$ cat config.mk
export PLATFORM = sky130hd
export DESIGN_NAME = bus_xfer_ctrl
export DESIGN_NICKNAME = d
export VERILOG_FILES = /design/src/rtl/bus_xfer_ctrl.sv
export SDC_FILE = /design/constraint.sdc
export NUM_CORES = 1
export LEC_CHECK = 0
export BUFFER_PORTS_ARGS = -buffer_cell sky130_fd_sc_hd__buf_2
export CELL_PAD_IN_SITES_DETAIL_PLACEMENT = 0
export CELL_PAD_IN_SITES_GLOBAL_PLACEMENT = 1
export CORE_MARGIN = 4
export CORE_UTILIZATION = 30
export CTS_CLUSTER_SIZE = 12
export DETAILED_ROUTE_END_ITERATION = 10
export PLACE_DENSITY_LB_ADDON = 0.1
export REMOVE_ABC_BUFFERS = 1
export SYNTH_ARGS = -nofsm -noshare
export SYNTH_HDL_FRONTEND = slang
export SYNTH_SLANG_ARGS = --single-unit
$ cat constraint.sdc
create_clock -name clk -period 1.8 [get_ports clk]
set_input_delay 0.36 -clock clk [delete_from_list [all_inputs] [get_ports clk]]
set_output_delay 0.36 -clock clk [all_outputs]
set_load 0.005 [all_outputs]
$ cat src/rtl/bus_xfer_ctrl.sv
// bus_xfer_ctrl
//   Arbitrates transfer requests between NUM_REQ requesters and sequences
//   register-to-register moves over a shared bus: the source register drives
//   the bus (DRIVE), the destination captures it (LATCH), and the requester
//   is acknowledged (ACK). Requests whose source equals the destination, or
//   that name a register outside the file, are acknowledged with err set and
//   never touch the bus. Round-robin arbitration; all outputs are decoded
//   from registered state only.
//
// Ports
//   clk        clock, all state changes on posedge
//   reset      synchronous active-high reset
//   req        per-requester request, held until ack
//   req_src    packed source indices, requester i at [i*IW +: IW]
//   req_dst    packed destination indices, same packing
//   ack        one-cycle completion pulse to the granted requester
//   err        valid with ack: transfer rejected
//   reg_en     per-register bus output enable (zero or one-hot)
//   reg_latch  per-register load strobe (zero or one-hot)
//   busy       high whenever not idle
//   grant_id   current or last granted requester
module bus_xfer_ctrl #(
  parameter int NUM_REGS = 4,
  parameter int NUM_REQ  = 2,
  localparam int IW = (NUM_REGS > 1) ? $clog2(NUM_REGS) : 1,
  localparam int GW = (NUM_REQ  > 1) ? $clog2(NUM_REQ)  : 1
) (
  input  logic                  clk,
  input  logic                  reset,
  input  logic [NUM_REQ-1:0]    req,
  input  logic [NUM_REQ*IW-1:0] req_src,
  input  logic [NUM_REQ*IW-1:0] req_dst,
  output logic [NUM_REQ-1:0]    ack,
  output logic                  err,
  output logic [NUM_REGS-1:0]   reg_en,
  output logic [NUM_REGS-1:0]   reg_latch,
  output logic                  busy,
  output logic [GW-1:0]         grant_id
);

  typedef enum logic [1:0] {
    S_IDLE  = 2'd0,
    S_DRIVE = 2'd1,
    S_LATCH = 2'd2,
    S_ACK   = 2'd3
  } state_t;

  state_t          r_state, w_state_nxt;
  logic [GW-1:0]   r_grant, w_grant_nxt;
  logic [GW-1:0]   r_rr,    w_rr_nxt;
  logic [IW-1:0]   r_src,   w_src_nxt;
  logic [IW-1:0]   r_dst,   w_dst_nxt;
  logic            r_err,   w_err_nxt;

  // Round-robin search split in two halves: requesters at or above the
  // pointer win over those below it, lowest index first within each half.
  logic            w_hi_found, w_lo_found, w_found;
  logic [GW-1:0]   w_hi_idx, w_lo_idx, w_sel_idx;
  logic [IW-1:0]   w_hi_src, w_hi_dst, w_lo_src, w_lo_dst;
  logic [IW-1:0]   w_sel_src, w_sel_dst;
  logic            w_valid;

  always_comb begin
    w_hi_found = 1'b0;
    w_lo_found = 1'b0;
    w_hi_idx   = '0;
    w_lo_idx   = '0;
    w_hi_src   = '0;
    w_hi_dst   = '0;
    w_lo_src   = '0;
    w_lo_dst   = '0;
    for (int unsigned i = 0; i < NUM_REQ; i++) begin
      if (req[i]) begin
        if (i >= 32'(r_rr)) begin
          if (!w_hi_found) begin
            w_hi_found = 1'b1;
            w_hi_idx   = GW'(i);
            w_hi_src   = req_src[i*IW +: IW];
            w_hi_dst   = req_dst[i*IW +: IW];
          end
        end else if (!w_lo_found) begin
          w_lo_found = 1'b1;
          w_lo_idx   = GW'(i);
          w_lo_src   = req_src[i*IW +: IW];
          w_lo_dst   = req_dst[i*IW +: IW];
        end
      end
    end
    w_found   = w_hi_found | w_lo_found;
    w_sel_idx = w_hi_found ? w_hi_idx : w_lo_idx;
    w_sel_src = w_hi_found ? w_hi_src : w_lo_src;
    w_sel_dst = w_hi_found ? w_hi_dst : w_lo_dst;
    w_valid   = (w_sel_src != w_sel_dst)
             && (32'(w_sel_src) < 32'(NUM_REGS))
             && (32'(w_sel_dst) < 32'(NUM_REGS));
  end

  always_ff @(posedge clk) begin
    if (reset) begin
      r_state <= S_IDLE;
      r_grant <= '0;
      r_rr    <= '0;
      r_src   <= '0;
      r_dst   <= '0;
      r_err   <= 1'b0;
    end else begin
      r_state <= w_state_nxt;
      r_grant <= w_grant_nxt;
      r_rr    <= w_rr_nxt;
      r_src   <= w_src_nxt;
      r_dst   <= w_dst_nxt;
      r_err   <= w_err_nxt;
    end
  end

  always_comb begin
    w_state_nxt = r_state;
    w_grant_nxt = r_grant;
    w_rr_nxt    = r_rr;
    w_src_nxt   = r_src;
    w_dst_nxt   = r_dst;
    w_err_nxt   = r_err;

    case (r_state)
      S_IDLE: begin
        if (w_found) begin
          w_grant_nxt = w_sel_idx;
          w_src_nxt   = w_sel_src;
          w_dst_nxt   = w_sel_dst;
          w_err_nxt   = !w_valid;
          w_rr_nxt    = (32'(w_sel_idx) == 32'(NUM_REQ - 1)) ? '0 : w_sel_idx + 1'b1;
          w_state_nxt = w_valid ? S_DRIVE : S_ACK;
        end
      end
      S_DRIVE: w_state_nxt = S_LATCH;
      S_LATCH: w_state_nxt = S_ACK;
      S_ACK:   w_state_nxt = S_IDLE;
      default: w_state_nxt = S_IDLE;
    endcase

    // Moore outputs from registered state. r_src/r_dst are only decoded in
    // DRIVE/LATCH, which are reached solely for in-range indices.
    reg_en    = '0;
    reg_latch = '0;
    ack       = '0;
    for (int unsigned i = 0; i < NUM_REGS; i++) begin
      reg_en[i]    = ((r_state == S_DRIVE) || (r_state == S_LATCH)) && (32'(r_src) == i);
      reg_latch[i] = (r_state == S_LATCH) && (32'(r_dst) == i);
    end
    for (int unsigned i = 0; i < NUM_REQ; i++) begin
      ack[i] = (r_state == S_ACK) && (32'(r_grant) == i);
    end
    err      = (r_state == S_ACK) && r_err;
    busy     = (r_state != S_IDLE);
    grant_id = r_grant;
  end

endmodule

# Yosys cells after proc, flatten, opt, wreduce, memory -nomap -nowiden
# Index checks and enable logic that the tools add are counted.
[word_totals] word_cells=65 out_inout_bits=13 ff_bits=9 in_bits=12
[op_classes] eq_ne=11 reduce_logical=18 muxes=26 n_addsub=1 n_bitwise=2 magnitude_cmp=1
[op_table] op="$mux 2" count=16
[op_table] op="$eq 2x2->1 const B" count=6
[op_table] op="$logic_and 1x1->1" count=11
[op_table] op="$mux 1" count=9
[op_table] op="$pmux 2 s4" count=1
[op_table] op="$eq 2x1->1 const B" count=3
[op_table] op="$logic_not 2->1" count=3
[op_table] op="$ne 2x2->1" count=1
[op_table] op="$ne 2x2->1 const B" count=1
[op_table] op="$reduce_and 2->1" count=1
[op_table] op="$reduce_bool 2->1" count=1
[op_table] op="$add 1x1->1 const B" count=1
[op_table] op="$ge 1x1->1 const A" count=1
[op_table] op="$logic_not 1->1" count=1
[op_table] op="$logic_or 1x1->1" count=1
[op_table] op="$not 1->1" count=1
[op_table] op="$or 1x1->1" count=1

# Longest topological paths before layout
[depth] word_depth=10 mapped_depth=7 ltp_nobuf=6

# Worst setup path after synthesis
# No wires, ideal clock.
[synth_timing] kind="reg2reg" from="register r_state[0]" to="register r_err" arrival_ps=1312 period_less_slack_ps=1404 setup_ps=92 path_slack_ps=396 stages_incl_launch_ff=7 path_cell_list="dfxtp_1 > inv_1 > ha_1 > buf_4 > inv_2 > or3_1 > o32ai_1"
[synth_via] elab_chain_cells=2
[synth_lines] element="from (decl)" line_no="48" text="state_t r_state, w_state_nxt;"
[synth_lines] element="from (signal assigned)" line_no="107" text="r_state <= w_state_nxt;"
[synth_lines] element="$logic_not 2->1" line_no="124" text="case (r_state)"
[synth_lines] element="$reduce_and 2->1 (no source line)"
[synth_lines] element="to (signal assigned)" line_no="112" text="r_err <= w_err_nxt;"
[synth_lines] element="to (decl)" line_no="53" text="logic r_err, w_err_nxt;"
# Every way passes these cells.
# A chain may end at the register's enable or synchronous reset.

# Final worst setup path
[layout_timing] from="register r_state[0]" to="output reg_latch[0]"
[layout_via] elab_chain_cells=2
[layout_lines] element="$eq 2x2->1" line_no="148" text="reg_latch[i] = (r_state == S_LATCH) && (32'(r_dst) == i);"
[layout_lines] element="$logic_and 1x1->1" line_no="148"
[layout_lines] element="to (decl)" line_no="36" text="output logic [NUM_REGS-1:0] reg_latch,"
# Every way passes these cells.

==> reports/metrics.csv <==
metric,value,unit
status,"finished, final reports clean",
"Seq/Total Area, Yosys",33.8,%
"Setup Fix Bufs, Post-CTS",0,
Residual DRC,0,
gr usage total,10.2,%
# port buffers,24,
main area contributors after synthesis,"dfxtp_1 34%, a32oi_1 8.2%, ha_1 7.0%",
Initial Utilization,33.4,%
Final HPWL DP,996,µm
Max-cap violations,0,
Final Instance Area,721,µm²
setup TNS,0,ps
worst hold path class,input port to flop,
DRT iter0 DRCs,9,
Clock Power Share,14.8,%
internal power consumption,0.626,mW
"FF+latch count, synth",9,
RSZ-0062 raised after global routing,false,
root buffer cell,clkbuf_4,
antenna cell count,0,
post-synth top area cell,dfxtp_1,
Rows,14,
first-pass GRT wire length,1940,µm
drt wl/cell,11.0,µm
clock latency on the worst-skew pair,260,ps
Congestion Overflow GR,0,
hold path start,reset,
H-tree depth,1,
CTS tree,yes,
clock transition at the registers of the reported paths,70,ps
max-slew violations,0,
sequential group share of total power,33.4,%
crit path time final,1670,ps
Peak Freq,599,MHz
# clock sinks,9,
RR Startpoint,r_state[0]$_SDFFE_PP0P_,
mapped cell area,533,µm²
via density per instance,4.69,
Nets,104,
power per standard cell area,1460,mW/mm²
"non-filler cells, final",112,
element type at the critical path start,flop,
final worst setup slack,129,ps
fin crit share,92.8,%
CP max FO,5,
"Distinct cells, synth",24,
"Req. time, crit path",1440,ps
Num CTS Buffers,3,
Finish-stage setup viols,0,
remaining antenna violation count,0,
YS warnings,0,
Synth top area share,33.8,%
final-report hold violation count,0,
DR pass1 iterations,4,
core box area,0.00159,mm²
Die H,50.2,µm
Post-Place Setup Slack,358,ps
Die X,50.2,µm
sw frac,40.6,%
clk_skew,9.91,ps
Top Ports,25,
die area,0.00252,mm²
initial antenna violation count,0,
combinational fraction of design power,51.8,%
leak pwr,0.352,nW
layout cell share with drive strength beyond 1,39.8,%
synthesized area per cell,8.60,µm²
"commonest non-fill, non-tap cells in the layout","24 x buf_2, 9 x nor2_1, 8 x dfxtp_1, 5 x a32oi_1, 4 x a211oi_1",
placed cell area,674,µm²
worst-margin pin slew,320,ps
largest net degree at the start of global routing,11,
GP Congestion,0.646,
NetSw,0.428,mW
Peak VDD IR,0.797,mV
Routed WL,1230,µm
CP Launch Point,r_state[0]$_SDFFE_PP0P_,
kind of end point of the critical path,output pin,
vias in the first global route,470,
CP Class,flop to output pin,
area grow syn2layout,35.2,%
Mapped Cells,62,
"most common cell after layout, fill and taps aside",buf_2,
share of the core filled with cells,45.2,%
Max clock buf depth,2,
Max-slew headroom,78.7,%
via count,525,
placed instance count,108,
"Arr. time, crit path",1310,ps
[final cells by class]
class | instances | area [µm²]
clock buffers | 3 | 22.5
clock inverters | 1 | 5.00
fillers | 163 | 873
inverters | 3 | 11.3
multi-input cells | 47 | 343
flip-flops and latches | 9 | 181
well taps | 24 | 30.0
repair buffers | 25 | 128
[worst max-delay path, stage by stage (launching register included)]
cell and delay, ps:
dfxtp_1 320, inv_1 140, ha_1 240, nor3b_1 200, buf_2 140
[repair_timing]
action,in CTS,in global routing
endpoints found under the setup margin,0,4
resized for setup,0,3
hold buffers,0,0
[final timing paths]
check / endpoint / slack, ps / cells after the start
max reg2reg: r_err$_SDFFE_PP0P_ / 370 / 5
max: reg_latch[0] / 130 / 4
min: grant_id$_SDFFE_PP0P_ / 390 / 2
min reg2reg: r_err$_SDFFE_PP0P_ / 500 / 2
[sequential cells by signal, summed over array words and instances (netlist names)]
| signal | flops |
|---|---|
| grant_id | 1 |
| r_state | 2 |
| r_dst | 2 |
| r_err | 1 |
| r_rr | 1 |
| r_src | 2 |
[synth_stat cells]
| master | count |
|---|---|
| dfxtp_1 | 9 |
| nor2_1 | 9 |
| a32oi_1 | 5 |
| a211oi_1 | 4 |
| and3_1 | 3 |
| ha_1 | 3 |
| nand2_1 | 3 |
| a21oi_1 | 2 |
| a311oi_1 | 2 |
| and2_1 | 2 |
| and3b_1 | 2 |
| inv_1 | 2 |
| nand2b_1 | 2 |
| nor3b_1 | 2 |
| o32ai_1 | 2 |
| xor2_1 | 2 |
| a21boi_2 | 1 |
| buf_2 | 1 |
| buf_4 | 1 |
| clkbuf_1 | 1 |
| inv_2 | 1 |
| nor2_2 | 1 |
| nor2b_1 | 1 |
| or3_1 | 1 |
[kinds of logic after synthesis]
group / count (synthesis) / synth area share [%]
compound gates: 16 / 24.4
xor+xnor: 2 / 3.29
flops: 9 / 33.8
fa+ha+maj: 3 / 7.04
simple gates: 26 / 26.3
buf+inv: 6 / 5.16
[per-stage QoR]
step	power (mW)	hold WS [ps]
after global placement	0.851	495
after CTS	1.02	390
final	1.05	392
after global routing	1.16	389
after detailed placement	0.857	495
after floorplan	0.671	432
[per-layer routing]
layer	part of all wire [%]	routed length (µm)	track usage (%)
met3	6.3	78	1.78
met4	1.5	18	8.29
met5	0	0	0
met1	47	586	12.8
met2	45	550	15.2
[power groups by stage]
stage / Sequential (mW) / Combinational [mW] / Clock (mW)
detailed placement: 0.352 / 0.506 / 0
CTS: 0.347 / 0.508 / 0.161
global route: 0.366 / 0.621 / 0.171
global placement: 0.345 / 0.506 / 0
finish: 0.352 / 0.546 / 0.156
floorplan: 0.334 / 0.337 / 0
(Power assumes the default switching activity.)
